<file path="src/rtl/seg7_pkg.sv">
// Shared 7-segment constants and BCD decoder for the display blocks.
package seg7_pkg;

  // Active-low {dp,g,f,e,d,c,b,a}; dp is always off.
  localparam logic [7:0] SEG_0   = 8'hC0;
  localparam logic [7:0] SEG_1   = 8'hF9;
  localparam logic [7:0] SEG_2   = 8'hA4;
  localparam logic [7:0] SEG_3   = 8'hB0;
  localparam logic [7:0] SEG_4   = 8'h99;
  localparam logic [7:0] SEG_5   = 8'h92;
  localparam logic [7:0] SEG_6   = 8'h82;
  localparam logic [7:0] SEG_7   = 8'hF8;
  localparam logic [7:0] SEG_8   = 8'h80;
  localparam logic [7:0] SEG_9   = 8'h90;
  localparam logic [7:0] SEG_OFF = 8'hFF;

  // Map one BCD digit to its segment pattern; non-BCD codes blank the digit.
  function automatic logic [7:0] bcd_to_seg(input logic [3:0] d);
    logic [7:0] s;
    case (d)
      4'd0:    s = SEG_0;
      4'd1:    s = SEG_1;
      4'd2:    s = SEG_2;
      4'd3:    s = SEG_3;
      4'd4:    s = SEG_4;
      4'd5:    s = SEG_5;
      4'd6:    s = SEG_6;
      4'd7:    s = SEG_7;
      4'd8:    s = SEG_8;
      4'd9:    s = SEG_9;
      default: s = SEG_OFF;
    endcase
    return s;
  endfunction

endpackage

</file>
<file path="src/rtl/tick_bcd_counter_if.sv">
// Control and display bundle between tick generators, counter and display pins.
interface tick_bcd_counter_if #(
  parameter int unsigned DIGITS = 4
);
  logic                  tick;
  logic                  scan_tick;
  logic                  en;
  logic                  up;
  logic                  clr;
  logic [4*DIGITS-1:0]   value;
  logic                  wrap;
  logic [DIGITS-1:0]     led_en;
  logic [7:0]            led_seg;

  modport master (
    output tick, scan_tick, en, up, clr,
    input  value, wrap, led_en, led_seg
  );

  modport slave (
    input  tick, scan_tick, en, up, clr,
    output value, wrap, led_en, led_seg
  );
endinterface

</file>
<file path="src/rtl/bcd_digit.sv">
// One BCD digit (0..9) with wrap-around increment/decrement and carry/borrow out.
module bcd_digit (
  input  logic       clk,
  input  logic       rst,
  input  logic       clr,
  input  logic       inc,
  input  logic       dec,
  output logic [3:0] q,
  output logic       co
);
  logic [3:0] q_q;
  logic [3:0] q_d;

  // Next digit value: clear wins, then inc, then dec.
  always_comb begin
    q_d = q_q;
    if (clr) begin
      q_d = 4'd0;
    end else if (inc) begin
      q_d = (q_q >= 4'd9) ? 4'd0 : q_q + 4'd1;
    end else if (dec) begin
      q_d = (q_q == 4'd0) ? 4'd9 : q_q - 4'd1;
    end
  end

  // Digit register.
  always_ff @(posedge clk or posedge rst) begin
    if (rst) q_q <= 4'd0;
    else     q_q <= q_d;
  end

  assign q  = q_q;
  assign co = (inc & (q_q >= 4'd9)) | (dec & (q_q == 4'd0));
endmodule

</file>
<file path="src/rtl/tick_bcd_counter.sv">
// Multi-digit BCD up/down tick counter with multiplexed 7-segment output.
module tick_bcd_counter
  import seg7_pkg::*;
#(
  parameter int unsigned DIGITS    = 4,
  parameter bit          SEG_BLANK = 1'b1
) (
  input logic               clk,
  input logic               rst,
  tick_bcd_counter_if.slave bus
);
  localparam int unsigned IDX_W = (DIGITS > 1) ? $clog2(DIGITS) : 1;
  localparam int unsigned VAL_W = 4 * DIGITS;

  logic [DIGITS:0]   inc_c;
  logic [DIGITS:0]   dec_c;
  logic [DIGITS-1:0] co_c;
  logic [VAL_W-1:0]  value_c;

  logic              wrap_q;
  logic              wrap_d;
  logic [IDX_W-1:0]  idx_q;
  logic [IDX_W-1:0]  idx_d;
  logic [DIGITS-1:0] led_en_q;
  logic [DIGITS-1:0] led_en_d;
  logic [7:0]        led_seg_q;
  logic [7:0]        led_seg_d;

  logic [DIGITS-1:0] lz_c;
  logic [3:0]        digit_c;
  logic              blank_c;

  // clr masks counting so a clear never produces a wrap.
  assign inc_c[0] = bus.tick & bus.en & bus.up  & ~bus.clr;
  assign dec_c[0] = bus.tick & bus.en & ~bus.up & ~bus.clr;

  // Digit chain: each digit steps only when all lower digits carry/borrow.
  for (genvar i = 0; i < DIGITS; i++) begin : g_digit
    bcd_digit u_digit (
      .clk (clk),
      .rst (rst),
      .clr (bus.clr),
      .inc (inc_c[i]),
      .dec (dec_c[i]),
      .q   (value_c[4*i +: 4]),
      .co  (co_c[i])
    );
    assign inc_c[i+1] = inc_c[i] & co_c[i];
    assign dec_c[i+1] = dec_c[i] & co_c[i];
  end

  // Carry out of the top digit is a full rollover in either direction.
  assign wrap_d = inc_c[DIGITS] | dec_c[DIGITS];

  // Scan index advance with wrap at the last digit.
  always_comb begin
    idx_d = idx_q;
    if (bus.scan_tick) begin
      idx_d = (idx_q == IDX_W'(DIGITS - 1)) ? '0 : idx_q + IDX_W'(1);
    end
  end

  // Selected digit, leading-zero detection and next display outputs.
  always_comb begin
    lz_c           = '0;
    digit_c        = 4'd0;
    blank_c        = 1'b0;
    lz_c[DIGITS-1] = (value_c[VAL_W-1 -: 4] == 4'd0);
    for (int i = int'(DIGITS) - 2; i >= 0; i--) begin
      lz_c[i] = lz_c[i+1] & (value_c[4*i +: 4] == 4'd0);
    end
    for (int i = 0; i < int'(DIGITS); i++) begin
      if (IDX_W'(i) == idx_q) begin
        digit_c = value_c[4*i +: 4];
        blank_c = SEG_BLANK && (i != 0) && lz_c[i];
      end
    end
    led_en_d  = ~(DIGITS'(1) << idx_q);
    led_seg_d = blank_c ? SEG_OFF : bcd_to_seg(digit_c);
  end

  // Wrap pulse, scan index and display output registers.
  always_ff @(posedge clk or posedge rst) begin
    if (rst) begin
      wrap_q    <= 1'b0;
      idx_q     <= '0;
      led_en_q  <= '1;
      led_seg_q <= SEG_OFF;
    end else begin
      wrap_q    <= wrap_d;
      idx_q     <= idx_d;
      led_en_q  <= led_en_d;
      led_seg_q <= led_seg_d;
    end
  end

  assign bus.value   = value_c;
  assign bus.wrap    = wrap_q;
  assign bus.led_en  = led_en_q;
  assign bus.led_seg = led_seg_q;
endmodule
</file>
<file path="src/flat_wrapper.sv">
// flat-port wrapper written by rule: the top's interface ports become plain ports
module tick_bcd_counter_flat import seg7_pkg::*;
#(
  parameter int unsigned DIGITS    = 4,
  parameter bit          SEG_BLANK = 1'b1
)
  (clk, rst, bus_tick, bus_scan_tick, bus_en, bus_up, bus_clr, bus_value, bus_wrap, bus_led_en, bus_led_seg);
  tick_bcd_counter_if #(.DIGITS(DIGITS)) bus_i ();
  input logic clk;
  input logic rst;
  input wire logic [$bits(bus_i.tick)-1:0] bus_tick;
  input wire logic [$bits(bus_i.scan_tick)-1:0] bus_scan_tick;
  input wire logic [$bits(bus_i.en)-1:0] bus_en;
  input wire logic [$bits(bus_i.up)-1:0] bus_up;
  input wire logic [$bits(bus_i.clr)-1:0] bus_clr;
  output wire logic [$bits(bus_i.value)-1:0] bus_value;
  output wire logic [$bits(bus_i.wrap)-1:0] bus_wrap;
  output wire logic [$bits(bus_i.led_en)-1:0] bus_led_en;
  output wire logic [$bits(bus_i.led_seg)-1:0] bus_led_seg;
  assign bus_i.tick = bus_tick;
  assign bus_i.scan_tick = bus_scan_tick;
  assign bus_i.en = bus_en;
  assign bus_i.up = bus_up;
  assign bus_i.clr = bus_clr;
  assign bus_value = bus_i.value;
  assign bus_wrap = bus_i.wrap;
  assign bus_led_en = bus_i.led_en;
  assign bus_led_seg = bus_i.led_seg;
  tick_bcd_counter #(.DIGITS(DIGITS), .SEG_BLANK(SEG_BLANK)) u_core (.clk(clk), .rst(rst), .bus(bus_i));
endmodule
</file>
<file path="config.mk">
export PLATFORM = sky130hd
export DESIGN_NAME = tick_bcd_counter_flat
export DESIGN_NICKNAME = d
export VERILOG_FILES = /design/src/rtl/seg7_pkg.sv /design/src/rtl/tick_bcd_counter_if.sv /design/src/rtl/bcd_digit.sv /design/src/rtl/tick_bcd_counter.sv /design/src/flat_wrapper.sv
export SDC_FILE = /design/constraint.sdc
export NUM_CORES = 1
export LEC_CHECK = 0
export ABC_AREA = 1
export CORE_MARGIN = 1
export CORE_UTILIZATION = 35
export DETAILED_ROUTE_END_ITERATION = 8
export DONT_BUFFER_PORTS = 1
export PLACE_DENSITY = 0.51
export SKIP_LAST_GASP = 1
export SLEW_MARGIN = 20
export SYNTH_ARGS = -nofsm -noshare
export SYNTH_HDL_FRONTEND = slang
export SYNTH_SLANG_ARGS = --single-unit
</file>
<file path="constraint.sdc">
create_clock -name clk -period 2.49 [get_ports clk]
set_input_delay 0.498 -clock clk [delete_from_list [all_inputs] [get_ports clk]]
set_output_delay 0.498 -clock clk [all_outputs]
set_load 0.02 [all_outputs]
</file>
* Word level (Yosys, flattened, before mapping)
Memories as Yosys holds them, arrays and structs flattened.
Cells that the tools add are included.
Widths: inputs -> output; s select.
** Storage, ports and cells
- Bits in registers :: 31
- Memory bits (read-only) :: 112
- Bits of input ports :: 7
- Output and inout port bits :: 29
- Logic and storage cells :: 96
- Memories :: 1
** Memories
- (no name shown) :: words 16, bits a word 7, read ports 1, clocked after memory_dff 0, write ports 0, line seg7_pkg.sv:20 : case (d)
** Cells by class
- Add/sub/neg operators :: 9
- Magnitude comparators :: 4
- Equality and inequality tests :: 4
- Shift operators :: 1
- Muxes and demuxes :: 29
- Bitwise operators :: 31
- Reductions and logical operators :: 9
** Operators with widths (count)
- $mux 4 :: 24
- $and 1x1->1 :: 23
- $add 4x1->4 const B :: 4
- $ge 4x4->1 const B :: 4
- $logic_not 4->1 :: 4
- $sub 4x1->4 const B :: 4
- $reduce_bool 3->1 :: 4
- $mux 8 :: 1
- $or 1x1->1 :: 5
- $eq 2x2->1 const A :: 2
- $not 4->4 :: 1
- $shl 1x2->4 const A :: 1
- $mux 1 :: 3
- $add 2x1->2 const B :: 1
- $eq 1x2->1 const A :: 1
- $eq 2x2->1 const B :: 1
- $logic_not 2->1 :: 1
- $mux 2 :: 1
- $not 1->1 :: 2

* Logic depth before layout (Yosys ltp)
Gate-level depths: netlist (run 1).
- Word-level depth :: 16
- Depth in mapped cells :: 13
- Gate-level depth less buffers :: 13

* Cells and area by module
Synthesis (run 1) repeated with hierarchy kept, for this count alone.
** Unflattened totals
- Cells, all modules :: 374
- Area total of the unflattened synthesis :: 2513.7 um2
** By module, submodules not included
- bcd_digit :: instances 4, cells an instance 62, area each 402.9 um2, seq. area each 100.1 um2
- tick_bcd_counter :: instances 1, cells an instance 126, area each 902.1 um2, seq. area each 364.1 um2

* Least setup slack after synthesis (run 1)
Ideal clock, no wire load.
- Path kind :: register to register
- From :: reg u_core.idx_q[0]
- To :: reg u_core.led_seg_q[6] (netlist: u_core.bus.led_seg[6])
- Setup time :: 77 ps
- Arrival :: 1662 ps
- Required time :: 2413 ps
- Setup slack :: 750 ps
- Cell stages (with the launch flop) :: 12
- Buffers on the path :: 0
- Clock period less this slack :: 1740 ps
- Cells stage by stage :: dfrtp_1 > inv_1 > ha_1 > inv_1 > nand3_1 > nand2_1 > o21ai_0 > inv_1 > ha_1 > nand3b_1 > nand3_1 > nand2_1
** On the way
- Cells in the longest elaborated chain, start to end :: 7
- Elaborated cells on any way between the ends :: 13
- Those cells by class :: eq/ne: 3; mux: 8; reduce/logical: 1; memory: 1
** RTL lines
- start, declared :: line tick_bcd_counter.sv:22 : logic [IDX_W-1:0] idx_q;
- start signal, assigned :: line tick_bcd_counter.sv:91 : idx_q <= idx_d;
- $logic_not 2->1 :: line tick_bcd_counter.sv:73 : if (IDX_W'(i) == idx_q) begin
- $mux 4 (4 in series) :: line tick_bcd_counter.sv:73
- $mem_v2 16x7
- $mux 8 (*) :: line tick_bcd_counter.sv:79 : led_seg_d = blank_c ? SEG_OFF : bcd_to_seg(digit_c);
- named net u_core.led_seg_d[6] :: line tick_bcd_counter.sv:27 : logic [7:0] led_seg_d;
- end signal, assigned :: line tick_bcd_counter.sv:93 : led_seg_q <= led_seg_d;
- end, declared :: line tick_bcd_counter.sv:26 : logic [7:0] led_seg_q;
The timed path passes the listed nets; every way through them passes the cells marked *.
A chain may end at the register's enable or synchronous reset.

* Worst setup path in the final report (run 1)
- From :: reg u_core.idx_q[0]
- To :: reg u_core.led_seg_q[5] (netlist: u_core.bus.led_seg[5])
Same word-level chain as after synthesis.

==> results of run 1 <==
area by class of cell:
| type | instances | area, µm² |
|---|---|---|
| clock buffers | 7 | 86.3 |
| flip-flops and latches | 30 | 764 |
| inverters | 39 | 149 |
| multi-input cells | 227 | 1360 |
| fillers | 678 | 3880 |
| clock inverters | 1 | 5.00 |
| repair buffers | 6 | 45.0 |
| well taps | 77 | 96.3 |
worst max-delay path, delay by kind of cell, from the launching register on:
kind | cells | cell delay, ns
adder cells (fa/ha/maj) | 2 | 0.48
flip-flops | 1 | 0.37
AND/OR/NAND/NOR | 3 | 0.33
buffers and inverters | 2 | 0.28
AO/OA/AOI/OAI | 1 | 0.51
cell families after synthesis:
group	Yosys count	share of synthesized area, %
AO/OA/AOI/OAI	38	8.75
flip-flops	30	32.8
AND/OR/NAND/NOR	157	34.2
buffers and inverters	45	8.75
other	1	0.161
adder cells (fa/ha/maj)	23	12.4
XOR/XNOR	8	3.01
layer usage:
layer | up-vias | wire length (µm) | global-route usage (%)
met2 | 48 | 2400 | 26.4
met3 | 8 | 216 | 3.17
li1 | 1017 | - | -
met1 | 945 | 2670 | 22.0
met5 | - | 0 | 0
met4 | 0 | 72 | 4.78
worst max-delay path by stage:
stage / start / endpoint / slack, ns / cells after the start
floorplan: u_core.idx_q[0]$_DFFE_PP0P_ / u_core.bus.led_seg[6]$_DFF_PP1_ / 0.75 / 11
CTS: u_core.idx_q[0]$_DFFE_PP0P_ / u_core.bus.led_seg[6]$_DFF_PP1_ / 0.46 / 8
finish: u_core.idx_q[0]$_DFFE_PP0P_ / u_core.bus.led_seg[5]$_DFF_PP1_ / 0.46 / 8
global placement: u_core.idx_q[0]$_DFFE_PP0P_ / u_core.bus.led_seg[5]$_DFF_PP1_ / 0.46 / 8
global route: u_core.idx_q[0]$_DFFE_PP0P_ / u_core.bus.led_seg[5]$_DFF_PP1_ / 0.18 / 11
detailed placement: u_core.idx_q[0]$_DFFE_PP0P_ / u_core.bus.led_seg[6]$_DFF_PP1_ / 0.47 / 8
per-stage QoR:
stage          total power [µW]  setup slack (ns)
3_5_place_dp               1710             0.467
6_report                   2100             0.462
2_1_floorplan              1530             0.750
5_1_grt                    2290             0.183
4_1_cts                    2130             0.460
3_3_place_gp               1710             0.463
sequential cells by signal, summed over array words and instances (netlist names):
name	flops
u_core.bus.led_en	4
u_core.bus.led_seg	7
u_core.bus.wrap	1
u_core.g_digit.u_digit.q	16
u_core.idx_q	2
power by group through the flow:
stage | sequential (µW) | combinational (µW) | clock [µW]
after global placement | 862 | 846 | 0
after CTS | 856 | 847 | 423
after global routing | 865 | 987 | 442
after floorplan | 853 | 675 | 0
final | 853 | 842 | 410
after detailed placement | 865 | 845 | 0
cell usage after synthesis (all sizes together) (3+ instances only):
cell	instances	share of area, %
a21oi	7	1.5
xor2	3	1.1
nand2	80	14
o21ai	24	5.3
inv	39	6.4
nand4	16	5.2
dfrtp	19	20
nand3b	3	1.1
xnor2	5	1.9
nor2	10	2.7
nand3	47	11
ha	23	12
o22ai	6	1.6
dfstp	11	12
buf	5	2.2
==> run metrics, run 1 <==
status complete, no violations; dpl hpwl 4.16 mm; Reg clk slew, reported paths 0.07 ns; first-pass GRT wire length 9.39 mm; Clock Skews 0.00321 ns; Seq/Total Area, Yosys 32.8%; Sw Ratio 43.9%; DP Area 2420 µm²; r2r worst-path depth 8; Reg power frac 40.5%; Tcrit/Tclk final 81.5%; placed insts 379; worst path required time 2.70 ns; vias post-DR 2018; core area 6390 µm²; flop-to-flop setup slack 0.46 ns; grt ovf 0; Max-Cap Viols 0; # port buffers 0; max_slew headroom 59.4%; Clock H-tree levels 2; Peak Freq 493 MHz; setup TNS 0 ns; Hold WC Path Type in2async; I/O pin total 36; Synthesized Nets 332; slew at the pin with the worst max-slew slack 0.602 ns; Synth cell types 36; Total Die Area 6990 µm²; RR Endpoint u_core.bus.led_seg[5]$_DFF_PP1_; Synth Register Bits 30; cts hold-fix bufs 0; CTS Buf Count 5; critical path class reg2reg; Data arrival, critical path 2.24 ns; Initial DRC Count 67; fin area 2510 µm²; Worst Path Max Fanout 7; initial antenna violation count 0; Reg-to-Reg Start u_core.idx_q[0]$_DFFE_PP0P_; Via density 5.21; FP Rows 29; post-layout util 39.3%; Total Nets Final 339; RD Place Congestion 0.834; internal power 1180 µW; layout cells sized above 1 13.9%; postcts setup bufs 0; largest net degree at the start of global routing 23; Synth Cell Area 2330 µm²; GR Util All Layers 16.3%; fin crit period 2.03 ns; Sw Pwr 925 µW; DRC 0; clk root buf clkbuf_8; fraction of registers with async set/reset 100%; Max Slew Vio Count 0; PwrDens 839 nW/µm²; Post-Layout Cell Count 387; peak per-stage delay on the critical path 0.51 ns; final setup vio count 0; Die W 83.6 µm; RSZ-0062 raised after global routing no; CTS tree yes; vias in the first global route 1980; drt wl/cell 13.8 µm; CP Launch Type flop; dominant synthesized flop cell dfrtp_1; LEAKAGE 0.00129 µW; Syn Inst Count 302; Ant. Diodes 0; crit path max-delay cell type o21ai_0; final WL 5.35 mm; commonest non-fill, non-tap cell in the layout nand2_1; Die H 83.6 µm; Area Overhead vs Synth 7.63%; number of flops mapped to enable cells by yosys 0; Post-CTS Resized 0; WHS 0.0754 ns; clock sink count 30; Syn Area/Cell 7.71 µm²; Setup crit end kind flop; most frequent cells in the layout nand2_1, nand3_1, inv_1; clk_lat worst skew 0.28 ns; worst path cell trace ha_1 -> inv_1 -> o21ai_0 -> inv_1 -> ha_1 -> nand3b_1 -> nand3_1 -> nand2_1; Peak supply drop 0.809 mV; CTS max path bufs 2; Yosys warning count 0; Combinational Power Share 40.0%; Final Hold Fails 0; clock share of power 19.5%; ANT nets after route 0; Starting Density 36.5%; DR pass1 iterations 4
No activity file was read; power rests on OpenSTA's default activity.
==> inputs of run 2 (changes only) <==
- PLACE_DENSITY: 0.51 -> 0.53
- clock period: 2.49 -> 1.7 ns (I/O delays scaled with it)
==> run metrics, run 2 (synthesized netlist as in run 1, its figures left out) <==
status complete, no violations (unchanged); DR pass1 iterations 4 (unchanged); layout cells sized above 1 38.4% (was 13.9%); # port buffers 0 (unchanged); r2r worst-path depth 10 (was 8); final WL 6.08 mm (was 5.35 mm); CTS tree yes (unchanged); Total Die Area 6990 µm² (unchanged); crit path max-delay cell type dfrtp_1 (was o21ai_0); Area Overhead vs Synth 35.8% (was 7.63%); dpl hpwl 4.67 mm (was 4.16 mm); commonest non-fill, non-tap cell in the layout nand2_1 (unchanged); vias post-DR 2248 (was 2018); Setup crit end kind flop (unchanged); post-layout util 49.5% (was 39.3%); Min-Delay Path Depth 1; largest net degree at the start of global routing 17 (was 23); Die H 83.6 µm (unchanged); cell family with most CP delay flip-flops (was compound AO/OA/AOI/OAI gates); Ant. Diodes 0 (unchanged); WHS Endpoint u_core.idx_q[0]$_DFFE_PP0P_; Peak supply drop 0.817 mV (was 0.809 mV); Clock H-tree levels 2 (unchanged); Reg clk slew, reported paths 0.07 ns (about the same); setup TNS 0 ns (unchanged); most used cell, CP ha_4; Starting Density 36.5% (unchanged); first-pass GRT wire length 10.1 mm (was 9.39 mm); Reg-to-Reg Start u_core.idx_q[1]$_DFFE_PP0P_ (was u_core.idx_q[0]$_DFFE_PP0P_); worst hold start bus_scan_tick; Bufs and invs on worst path 2 (unchanged); CTS Buf Count 5 (unchanged); critical path class reg2reg (unchanged); Hold WC Path Type in2reg (was in2async); peak per-stage delay on the critical path 0.42 ns (was 0.51 ns); CTS max path bufs 2 (unchanged); Data arrival, critical path 1.89 ns (was 2.24 ns); CP Launch Type flop (unchanged); Max-Cap Viols 0 (unchanged); WHS 0.145 ns (was 0.0754 ns); Via density 5.01 (was 5.21); clk_lat worst skew 0.29 ns (was 0.28 ns); flop-to-flop setup slack 0.04 ns (was 0.46 ns); I/O pin total 36 (unchanged); Total Nets Final 401 (was 339); grt ovf 0 (unchanged); Clock Skews 0.00389 ns (was 0.00321 ns); DRC 0 (unchanged); core area 6390 µm² (unchanged); worst path required time 1.92 ns (was 2.70 ns); Worst Path Max Fanout 5 (was 7); PwrDens 1290 nW/µm² (was 839 nW/µm²); RR Endpoint u_core.bus.led_seg[5]$_DFF_PP1_ (unchanged); clk root buf clkbuf_8 (unchanged); Peak Freq 602 MHz (was 493 MHz); initial antenna violation count 0 (unchanged); final setup vio count 0 (unchanged); Max Slew Vio Count 0 (unchanged); LEAKAGE 0.00159 µW (was 0.00129 µW); Final Hold Fails 0 (unchanged); FP Rows 29 (unchanged); GR Util All Layers 17.9% (was 16.3%); RSZ-0062 raised after global routing yes (was no); drt wl/cell 13.5 µm (was 13.8 µm); Tcrit/Tclk final 97.7% (was 81.5%); worst path cell trace buf_6 -> ha_4 -> a21oi_2 -> nand2_2 -> o21ai_4 -> inv_2 -> ha_4 -> nand3b_1 -> nand3_1 -> nand2_1 (was ha_1 -> inv_1 -> o21ai_0 -> inv_1 -> ha_1 -> nand3b_1 -> nand3_1 -> nand2_1); Initial DRC Count 110 (was 67); ANT nets after route 0 (unchanged); RD Place Congestion 0.862 (was 0.834); fin crit period 1.66 ns (was 2.03 ns); clock sink count 30 (unchanged); Die W 83.6 µm (unchanged); vias in the first global route 2112 (was 1980); most frequent cells in the layout nand2_1, buf_4, nand3_1 (was nand2_1, nand3_1, inv_1); Largest register FFs 16 (unchanged)
## run 2: layout make-up
cell class | count | area [µm²]
fillers | 636 | 3220
clock inverters | 3 | 40.0
multi-input cells | 228 | 1520
flip-flops and latches | 30 | 767
clock buffers | 5 | 68.8
well taps | 77 | 96.3
inverters | 39 | 156
repair buffers | 67 | 513
## run 2: repair_timing
| item | in CTS | in global routing |
|---|---|---|
| resized for setup | 6 | 42 |
| gates cloned | 0 | 1 |
| hold buffers | 1 | 0 |
| buffers inserted | 2 | 2 |
| pin swaps | 1 | 17 |
| endpoints found under the setup margin | 5 | 18 |
| endpoints found under the hold margin | 19 | 0 |
## run 2: worst reg2reg max path, stage by stage (launching register included)
cell      delay (ns)
dfrtp_1         0.42
buf_6           0.13
ha_4            0.17
a21oi_2         0.13
nand2_2         0.08
o21ai_4         0.11
inv_2           0.10
ha_4            0.16
nand3b_1        0.17
nand3_1         0.08
nand2_1         0.05
## run 2: worst max path at each step
stage / start / to / slack [ns] / cells past startpoint
after floorplan: u_core.g_digit[1].u_digit.q[0]$_DFFE_PP0P_ / u_core.g_digit[2].u_digit.q[2]$_DFFE_PP0P_ / 0.02 / 9
after global placement: u_core.idx_q[1]$_DFFE_PP0P_ / u_core.bus.led_seg[4]$_DFF_PP1_ / -0.01 / 12
after detailed placement: u_core.idx_q[0]$_DFFE_PP0P_ / u_core.bus.led_seg[5]$_DFF_PP1_ / -0.09 / 11
after CTS: u_core.idx_q[1]$_DFFE_PP0P_ / u_core.bus.led_seg[5]$_DFF_PP1_ / 0.003 / 11
after global routing: u_core.idx_q[1]$_DFFE_PP0P_ / u_core.bus.led_seg[5]$_DFF_PP1_ / -0.09 / 12
final: u_core.idx_q[1]$_DFFE_PP0P_ / u_core.bus.led_seg[5]$_DFF_PP1_ / 0.04 / 10
## run 2: power by group
group / internal [µW] / switching [µW]
Sequential: 991 / 251
Combinational: 965 / 1160
Clock: 431 / 292
Total: 2390 / 1710
## run 2: layer usage
metal  wire (µm)  share of wire [%]  global-route usage [%]
met2        2830                 47                    28.3
met5           0                  0                       0
met3         348                5.7                    4.25
met1        2820                 46                    24.3
met4          71                1.2                    5.08
## run 2: through the flow
step / area [µm²] / setup slack (ns) / power (µW) / cells
after floorplan: 2330 / 0.0158 / 2250 / 302
after global placement: 2840 / -0.0132 / 2910 / 435
after detailed placement: 2840 / -0.0900 / 2910 / 435
after CTS: 3000 / 0.00252 / 3730 / 446
after global routing: 3160 / -0.0892 / 4410 / 449
final: 3160 / 0.0387 / 4100 / 449
